File: config.mk
export PLATFORM = sky130hd
export DESIGN_NAME = vga_scan_driver
export DESIGN_NICKNAME = d
export VERILOG_FILES = /design/src/rtl/vga_timing_pkg.sv /design/src/rtl/vga_axis_counter.sv /design/src/rtl/vga_scan_driver.sv
export SDC_FILE = /design/constraint.sdc
export NUM_CORES = 1
export LEC_CHECK = 0
export ABC_AREA = 1
export CAP_MARGIN = 30
export CORE_AREA = 2 2 153 155
export CTS_BUF_LIST = sky130_fd_sc_hd__clkbuf_8
export DETAILED_ROUTE_END_ITERATION = 7
export DIE_AREA = 0 0 155 157
export GPL_TIMING_DRIVEN = 0
export PLACE_DENSITY = 0.83
export SLEW_MARGIN = 5
export SYNTH_ARGS = -nofsm -noshare
export SYNTH_HDL_FRONTEND = slang
export SYNTH_HIERARCHICAL = 1
export SYNTH_SLANG_ARGS = --single-unit
File: constraint.sdc
create_clock -name clk -period 1.8 [get_ports clk]
set_clock_uncertainty 0.1 [all_clocks]
set_input_delay 0.45 -clock clk [delete_from_list [all_inputs] [get_ports clk]]
set_output_delay 0.45 -clock clk [all_outputs]
set_load 0.02 [all_outputs]
File: src/rtl/vga_timing_pkg.sv
// Shared timing defaults, counter width and colour helpers for the VGA scan engine.
package vga_timing_pkg;
    localparam int CNT_W = 11;

    localparam int H_VISIBLE_DFLT = 800;
    localparam int H_FRONT_DFLT   = 56;
    localparam int H_SYNC_DFLT    = 120;
    localparam int H_BACK_DFLT    = 64;
    localparam int H_TOTAL_DFLT   = H_VISIBLE_DFLT + H_FRONT_DFLT + H_SYNC_DFLT + H_BACK_DFLT;
    localparam int H_SYNC_START_DFLT = H_VISIBLE_DFLT + H_FRONT_DFLT;

    localparam int V_VISIBLE_DFLT = 600;
    localparam int V_FRONT_DFLT   = 37;
    localparam int V_SYNC_DFLT    = 6;
    localparam int V_BACK_DFLT    = 23;
    localparam int V_TOTAL_DFLT   = V_VISIBLE_DFLT + V_FRONT_DFLT + V_SYNC_DFLT + V_BACK_DFLT;
    localparam int V_SYNC_START_DFLT = V_VISIBLE_DFLT + V_FRONT_DFLT;

    // {r[2:0],g[2:0],b[2:0]}
    typedef logic [8:0] color_t;

    localparam color_t FG_COLOR_DFLT = 9'h1FF;
    localparam color_t BG_COLOR_DFLT = 9'h000;

    // Blanking always outputs black regardless of the renderer's hit.
    function automatic color_t pixel_color(input logic active, input logic hit,
                                           input color_t fg, input color_t bg);
        if (!active) return '0;
        return hit ? fg : bg;
    endfunction
endpackage

File: src/rtl/vga_axis_counter.sv
// One scan axis: wrapping position counter plus visible/sync decode of the current count.
module vga_axis_counter
    import vga_timing_pkg::*;
#(
    parameter int TOTAL      = H_TOTAL_DFLT,
    parameter int VISIBLE    = H_VISIBLE_DFLT,
    parameter int SYNC_START = H_SYNC_START_DFLT,
    parameter int SYNC_LEN   = H_SYNC_DFLT
) (
    input  logic             clk,
    input  logic             rst,
    input  logic             en,
    output logic [CNT_W-1:0] count,
    output logic             wrap,
    output logic             active,
    output logic             sync_pre
);
    localparam logic [CNT_W-1:0] LAST     = CNT_W'(TOTAL - 1);
    localparam logic [CNT_W-1:0] VIS_END  = CNT_W'(VISIBLE);
    localparam logic [CNT_W-1:0] SYNC_BEG = CNT_W'(SYNC_START);
    localparam logic [CNT_W-1:0] SYNC_END = CNT_W'(SYNC_START + SYNC_LEN);

    // Position counter; advances only when enabled, wraps at the last position.
    always_ff @(posedge clk or negedge rst) begin
        if (!rst)      count <= '0;
        else if (en)   count <= wrap ? '0 : count + 1'b1;
    end

    // Terminal count is independent of en so the vertical axis can chain off it.
    assign wrap     = (count == LAST);
    assign active   = (count < VIS_END);
    assign sync_pre = (count >= SYNC_BEG) && (count < SYNC_END);
endmodule

File: src/rtl/vga_scan_driver.sv
// VGA scan engine: x/y generation, per-frame register snapshot, one-stage colour/sync output.
module vga_scan_driver
    import vga_timing_pkg::*;
#(
    parameter int     H_VISIBLE = H_VISIBLE_DFLT,
    parameter int     H_FRONT   = H_FRONT_DFLT,
    parameter int     H_SYNC    = H_SYNC_DFLT,
    parameter int     H_BACK    = H_BACK_DFLT,
    parameter int     V_VISIBLE = V_VISIBLE_DFLT,
    parameter int     V_FRONT   = V_FRONT_DFLT,
    parameter int     V_SYNC    = V_SYNC_DFLT,
    parameter int     V_BACK    = V_BACK_DFLT,
    parameter bit     SYNC_POL  = 1'b1,
    parameter int     REG_BITS  = 176,
    parameter color_t FG_COLOR  = FG_COLOR_DFLT,
    parameter color_t BG_COLOR  = BG_COLOR_DFLT
) (
    input  logic                clk,
    input  logic                rst,
    input  logic [REG_BITS-1:0] cpu_registers,
    input  logic                hit,
    output logic [CNT_W-1:0]    x,
    output logic [CNT_W-1:0]    y,
    output logic [REG_BITS-1:0] frame_registers,
    output logic                frame_start,
    output logic [2:0]          vga_r,
    output logic [2:0]          vga_g,
    output logic [2:0]          vga_b,
    output logic                hsync,
    output logic                vsync
);
    localparam logic [CNT_W-1:0] SNAP_Y = CNT_W'(V_VISIBLE);

    logic   h_wrap, h_active, hs_pre;
    logic   v_wrap, v_active, vs_pre;
    logic   active;
    color_t rgb_q;

    vga_axis_counter #(
        .TOTAL(H_VISIBLE + H_FRONT + H_SYNC + H_BACK), .VISIBLE(H_VISIBLE),
        .SYNC_START(H_VISIBLE + H_FRONT), .SYNC_LEN(H_SYNC)
    ) u_h (
        .clk(clk), .rst(rst), .en(1'b1),
        .count(x), .wrap(h_wrap), .active(h_active), .sync_pre(hs_pre)
    );

    vga_axis_counter #(
        .TOTAL(V_VISIBLE + V_FRONT + V_SYNC + V_BACK), .VISIBLE(V_VISIBLE),
        .SYNC_START(V_VISIBLE + V_FRONT), .SYNC_LEN(V_SYNC)
    ) u_v (
        .clk(clk), .rst(rst), .en(h_wrap),
        .count(y), .wrap(v_wrap), .active(v_active), .sync_pre(vs_pre)
    );

    assign active = h_active & v_active;

    // Capture the CPU bus once, at the start of the first blank line, so the renderer sees a stable frame.
    always_ff @(posedge clk or negedge rst) begin
        if (!rst)                          frame_registers <= '0;
        else if (x == '0 && y == SNAP_Y)   frame_registers <= cpu_registers;
    end

    // Colour and sync share one register stage so they stay aligned, one clock behind x/y.
    always_ff @(posedge clk or negedge rst) begin
        if (!rst) begin
            rgb_q <= '0;
            hsync <= ~SYNC_POL;
            vsync <= ~SYNC_POL;
        end else begin
            rgb_q <= pixel_color(active, hit, FG_COLOR, BG_COLOR);
            hsync <= hs_pre ? SYNC_POL : ~SYNC_POL;
            vsync <= vs_pre ? SYNC_POL : ~SYNC_POL;
        end
    end

    // Registered from the wrap condition so it is high exactly while the counters read (0,0).
    always_ff @(posedge clk or negedge rst) begin
        if (!rst) frame_start <= 1'b0;
        else      frame_start <= h_wrap & v_wrap;
    end

    assign vga_r = rgb_q[8:6];
    assign vga_g = rgb_q[5:3];
    assign vga_b = rgb_q[2:0];
endmodule
==> results of run 1 <==
[repair_timing]
action,in CTS,in global routing
pin swaps,8,12
gates resized for setup,429,226
gates cloned,0,2
hold endpoints to repair,101,0
setup buffers,21,19
hold buffers,1,0
endpoints found under the setup margin,394,280
[through the flow]
stage | hold WS, ns | util [%] | instances | setup TNS, ns | power, W
final | 0.362 | 65.1 | 1810 | -0.860 | 0.0116
after global routing | 0.377 | 65.1 | 1810 | -6.34 | 0.0121
after CTS | 0.367 | 62.9 | 1789 | -0.606 | 0.0114
after detailed placement | 0.357 | 59.0 | 1710 | -42.31 | 0.00679
after global placement | 0.352 | 58.9 | 1709 | -1722.94 | 0.00675
after floorplan | 0.0544 | - | 1036 | 0 | 0.00576
[cells in the mapped netlist (all sizes together)]
| cell | count | area (sq um) |
|---|---|---|
| nand2 | 416 | 1570 |
| dfrtp | 202 | 5050 |
| nand4 | 178 | 1110 |
| buf | 79 | 452 |
| nor2 | 57 | 267 |
| inv | 45 | 171 |
| nand3 | 18 | 100 |
| a21oi | 8 | 40.0 |
| clkbuf | 6 | 22.5 |
| xor2 | 6 | 52.6 |
| ha | 4 | 50.1 |
| o21ai | 4 | 20.0 |
| nor3 | 3 | 15.0 |
| or2 | 2 | 12.5 |
| xnor2 | 2 | 17.5 |
| a21boi | 1 | 7.51 |
| and3 | 1 | 6.26 |
| conb | 1 | 3.75 |
| nand3b | 1 | 7.51 |
| o211ai | 1 | 7.51 |
| o21bai | 1 | 7.51 |
[cell families after synthesis]
group,Yosys count
adder cells (fa/ha/maj),4
buffers and inverters,130
AND/OR/NAND/NOR,676
flip-flops,202
XOR/XNOR,8
AO/OA/AOI/OAI,15
other,1
[power groups by stage]
stage          sequential [W]  clock, W  combinational, W
2_1_floorplan         0.00504         0          0.000726
3_5_place_dp          0.00496         0           0.00183
5_1_grt               0.00487   0.00468           0.00250
4_1_cts               0.00487   0.00447           0.00206
3_3_place_gp          0.00496         0           0.00179
6_report              0.00486   0.00439           0.00234
[final cells by class]
cell class / count / area (sq um) / area share (%)
diodes: 1 / 2.50 / 0.0171
plain buffers: 83 / 716 / 4.88
clock buffers: 45 / 619 / 4.23
clock inverters: 13 / 104 / 0.708
inverters: 45 / 174 / 1.19
multi-input cells: 704 / 3430 / 23.4
flip-flops and latches: 202 / 5080 / 34.7
well taps: 285 / 357 / 2.43
repair buffers: 432 / 4180 / 28.5
[worst min path at each step]
| stage | start | end | depth (start not counted) |
|---|---|---|---|
| CTS | frame_registers[25] | frame_registers[25] | 2 |
| global route | frame_registers[25] | frame_registers[25] | 2 |
| global placement | frame_registers[147] | frame_registers[147] | 2 |
| finish | frame_registers[17] | frame_registers[17] | 2 |
| detailed placement | frame_registers[17] | frame_registers[17] | 2 |
| floorplan | rst | frame_registers[0] | 0 |
[metal layers]
metal / global-route usage, % / vias to the layer above / share of wire [%]
li1: - / 4370 / -
met1: 29.3 / 4452 / 37
met2: 44.5 / 429 / 50
met3: 6.91 / 110 / 7.9
met4: 11.9 / 0 / 4.8
met5: 0 / - / 0
[layout by cell type, fill, tap and decap left out, types with 4 or more instances in the layout]
cell type / synthesis / layout
nand2_1: 413 / 399
dfrtp_1: 202 / 180
nand4_1: 178 / 178
clkdlybuf4s50_1: 0 / 177
clkdlybuf4s15_1: 0 / 95
inv_1: 43 / 50
buf_4: 13 / 49
buf_6: 5 / 48
dlygate4sd2_1: 0 / 48
clkbuf_8: 0 / 45
nor2_1: 44 / 38
buf_2: 55 / 27
clkbuf_2: 0 / 27
dfrtp_2: 0 / 22
clkdlybuf4s15_2: 0 / 19
nand2_2: 3 / 16
nand3_1: 16 / 13
nor2_2: 9 / 10
nor2_4: 4 / 9
clkbuf_4: 0 / 8
a21oi_1: 8 / 8
buf_8: 0 / 7
buf_12: 0 / 5
xor2_1: 6 / 5
nand3_2: 2 / 4
[flip-flops by register name (all words and copies together) (netlist names)]
signal           count
frame_registers    176
rgb_q                1
u_h/count           11
hsync                1
frame_start          1
u_v/count           11
vsync                1
[critical path, stage by stage (launching register included)]
cell and delay [ns]:
dfrtp_2 0.46, buf_4 0.16, nor2_2 0.10, nand3_1 0.15
nor2_4 0.25, buf_6 0.13, buf_4 0.14, inv_2 0.06
nor2_1 0.09, nand2_1 0.07, o21ai_0 0.10
==> impl_metrics.yaml, run 1 <==
clock_tree:
  root_buffer: "clkbuf_8"
  cts.clk_slew.worst_paths_ns: 0.07
  clock_latency_ns: 0.52
  cts_tree: "built"
  clock-sinks: 202
  htreeDepth: 2
  cts_buffer_depth: 3
  cts_made_buffers: 36
power:
  swShare_pct: 28.1
  pwr-share-seq_pct: 41.9
  pwr-share-clk_pct: 37.9
  intPower_w: 0.00832
  power.leakage_nw: 6.62
  p_comb_share_pct: 20.2
  peakVddDrop_uv: 646
  powerDensity_nw_per_um2: 790
  switchingPower_w: 0.00326
placed_design:
  numPortBuffers: 388
  finalWeightedCongestion: 0.899
  dpl_cell_area_sq_um: 13300
  place_ws_ns: -0.308
  hpwl_mm: 23.3
synthesis:
  ys_ff_latch: 202
  syn_nets: 1219
  synth_top_family_by_area: "simple AND/OR/NAND/NOR gates"
  synthMuxAreaShare_pct: 0
  synthXorXnorAreaFrac_pct: 0.779
  synth-simple-area-share_pct: 34.3
  synth_fa_ha_area_share_pct: 0.556
  synth_area_sq_um: 9000
  avgSynthCellArea_sq_um: 8.68
  synth_compound_area_share_pct: 0.918
  seq_area_frac_synth_pct: 56.2
  yosys_warnings: 6
  syn_inst: 1036
  yosysUniqueCellTypes: 32
outcome:
  status: "finished with violations"
  violations: "setup timing"
worst_setup_path:
  ff2ff_path_depth: 10
  cp_data_arrival_time_ns: 2.20
  cp-start-kind: "flop"
  rrSetupSlack_ns: -0.08
  cp_max_fo: 7
  startpoint: "u_h/count[9]"
  critPathKind: "flop to flop"
  r2r-end: "u_v/count[1]"
  crit_end: "u_v/count[1]"
  end_kind: "flop"
  cp.required_ns: 2.12
  r2r_start: "u_h/count[9]"
sta:
  rsz0062_at_grt: "true"
  finalCritPeriodShare_pct: 104
  clock.fmax_mhz: 532
  setup_slack_ns: -0.0795
  setup_viol: 21
  min_period_ns: 1.88
  hold_violations: 0
  max_slew_margin_pct: 59.6
  worstMarginPinSlew_ns: 0.606
  slew_viol_final: 0
job:
  maxCapViolations: 0
global_routing:
  grt_pass1_wl_mm: 49.0
  antenna_found_initial: 1
  grt_pass1_vias: 9243
  overflow: 0
  grt_max_degree: 103
  grt.total_usage_pct: 25.5
route:
  drc: 0
  vias: 9361
  detail_route.vias_per_cell: 5.17
  routed_wl_mm: 33.1
  avgRoutedWirePerCell_um: 18.3
  ant_nets: 0
  dr.pass1.iters: 5
  drt_iter0_drc: 695
min_path:
  min_path_type: "flop to flop"
cells_and_area:
  final_nets: 1687
  drive_gt1_share_pct: 20.5
  areaGrowthSynthToFinish_pct: 62.9
  finish.instance_area_sq_um: 14700
  fill_cells: 1745
die:
  die_h_um: 157
  start_util_pct: 40.0
  coreArea_sq_um: 22500
  die_x_um: 155
  num_io_pins: 389
  die_area_sq_um: 24300
  num_rows: 55
Power figures use the tool's default switching activity.
==> inputs of run 2 (changes only) <==
CORE_AREA = 2 2 150 152   (was 2 2 153 155)
DIE_AREA = 0 0 152 154   (was 0 0 155 157)
DONT_BUFFER_PORTS = 1   (was default)
PLACE_DENSITY = 0.6   (was 0.83)
clock period = 2.1 ns   (was 1.8 ns; I/O delays follow)
==> run 2 against run 1 <==
Critical endpoint is now u_v/count[9]. Fmax shrank 3.4%. First-iteration DRC count shrank 34%. Final cell count shrank 23%. Clock power shrank 19%. Design area shrank 30%. The run ends with hold timing left. Global-route usage shrank 3.4 points. Sequential share of layout area grew 15 points. Via count shrank 20%. Critical path depth is the same.
==> impl_metrics.yaml, run 2 (synthesis gave the netlist of run 1 again) <==
clock_tree:
  root_buffer: "clkbuf_8"
  cts_buffer_depth: 3
  htreeDepth: 2
  cts_tree: "built"
  cts.clk_slew.worst_paths_ns: 0.05
  cts_made_buffers: 37
  clock-sinks: 202
  clock_latency_ns: 0.51
die:
  num_io_pins: 389
  die_h_um: 154
  num_rows: 54
  die_x_um: 152
  die_area_sq_um: 23400
  start_util_pct: 41.5
  coreArea_sq_um: 21700
worst_setup_path:
  end_kind: "flop"
  cp-start-kind: "flop"
  path_cells: "ha_4 -> nand2_1 -> inv_1 -> nand3_1 -> nor2_4 -> nand2_2 -> nor2_4 -> nand3_1 -> nor2_1 -> nor2_2"
  path_delay_family: "simple AND/OR/NAND/NOR gates"
  cp_max_fo: 6
  slowest_stage: "dfrtp_2"
  timing.critical_path.buf_inv: 1
  critPathKind: "flop to flop"
  cp.required_ns: 2.40
  cp_slowest_stage_delay_ns: 0.52
  cp_data_arrival_time_ns: 2.24
sta:
  min_period_ns: 1.95
  setup_viol: 0
  finalCritPeriodShare_pct: 92.7
  whs_ns: -0.381
  slew_viol_final: 0
  clock.fmax_mhz: 514
  hold_violations: 202
cells_and_area:
  largest_register: "frame_registers"
  areaGrowthSynthToFinish_pct: 13.6
  drive_gt1_share_pct: 15.7
  layout_commonest_cell: "nand2_1"
  instances_no_fill: 1389
  final_nets: 1265
  top_regs: "frame_registers x176, u_h/count x11, u_v/count x11"
  largest_reg_flops: 176
  final_core_util_pct: 47.1
  final_cell_mix: "nand2_1 (412), dfrtp_1 (183), nand4_1 (178), inv_1 (56), buf_2 (47)"
route:
  dr.pass1.iters: 5
  ant_nets: 0
  drc: 0
  routed_wl_mm: 26.4
  drt_iter0_drc: 462
  avgRoutedWirePerCell_um: 19.0
  vias: 7471
  detail_route.vias_per_cell: 5.38
global_routing:
  grt_pass1_vias: 7443
  grt.total_usage_pct: 22.2
  overflow: 0
  antenna_found_initial: 1
  grt_max_degree: 203
  grt_pass1_wl_mm: 41.6
power:
  powerDensity_nw_per_um2: 850
  peakVddDrop_uv: 513
  total_power_w: 0.00869
  power.leakage_nw: 4.71
placed_design:
  dp_cells: 1316
  hpwl_mm: 19.1
  finalWeightedCongestion: 0.838
  numPortBuffers: 0
outcome:
  status: "finished with violations"
  violations: "hold timing"
min_path:
  min_path_type: "input pin to asynchronous set/reset pin"
job:
  maxCapViolations: 0
run 2: changes by cell type in the layout (fill, tap and decap cells not counted), moves of 13 or more:
cell	change
clkdlybuf4s50_1	-177
clkdlybuf4s15_1	-95
dlygate4sd2_1	-48
buf_6	-43
buf_4	-27
clkbuf_2	-27
buf_2	+20
clkdlybuf4s15_2	-19
nand2_1	+13
run 2: through the flow:
step | area [sq um] | TNS, ns | worst slack, ns
6_report | 10200 | 0 | 0.153
5_1_grt | 10200 | -0.00699 | -0.00699
4_1_cts | 10200 | 0 | 0.00966
3_5_place_dp | 9350 | -34.83 | -0.263
3_3_place_gp | 9350 | -30.57 | -0.235
2_1_floorplan | 9000 | 0 | 0.143
run 2: final timing paths:
check	from	endpoint	slack [ns]	cells past startpoint
worst max-delay path	u_h/count[0]	u_v/count[9]	0.15	10
worst min register to register	frame_registers[145]	frame_registers[145]	0.51	2
worst min-delay path	rst	u_v/count[4]	-0.38	0
min in group clk	cpu_registers[163]	frame_registers[163]	0.06	2
max in group asynchronous	rst	frame_registers[137]	1.92	0
worst max register to register	u_h/count[0]	u_v/count[9]	0.15	10
run 2: layout make-up:
| class | count | area [sq um] |
|---|---|---|
| Fill cell | 2129 | 11500 |
| Clock inverter | 20 | 90.1 |
| Buffer | 84 | 487 |
| Antenna cell | 1 | 2.50 |
| Tap cell | 280 | 350 |
| Inverter | 45 | 171 |
| Timing Repair Buffer | 8 | 85.1 |
| Clock buffer | 45 | 619 |
| Sequential cell | 202 | 5080 |
| Multi-Input combinational cell | 704 | 3330 |
run 2: routing by layer:
metal	up-vias	GRT usage (%)	share of wire [%]	wire length, um
met5	-	0	0	0
met4	0	11.7	5.3	1400
met3	95	8.23	10	2640
met2	380	34.4	46	12100
met1	3473	27.0	39	10200
li1	3523	-	-	-
run 2: report_power, final:
group | internal (W) | total [W] | switching (W) | leakage [nW]
clock | 0.00194 | 0.00356 | 0.00162 | 0.417
sequential | 0.00400 | 0.00435 | 0.000351 | 1.85
combinational | 0.000257 | 0.000772 | 0.000515 | 2.44
total | 0.00620 | 0.00869 | 0.00249 | 4.71
run 2: what timing repair did:
item | 4_1_cts | 5_1_grt
buffers inserted | 4 | 4
pin swaps | 2 | 3
endpoints found under the hold margin | 202 | 202
gates cloned | 0 | 0
setup endpoints to repair | 185 | 141
resized for setup | 19 | 14
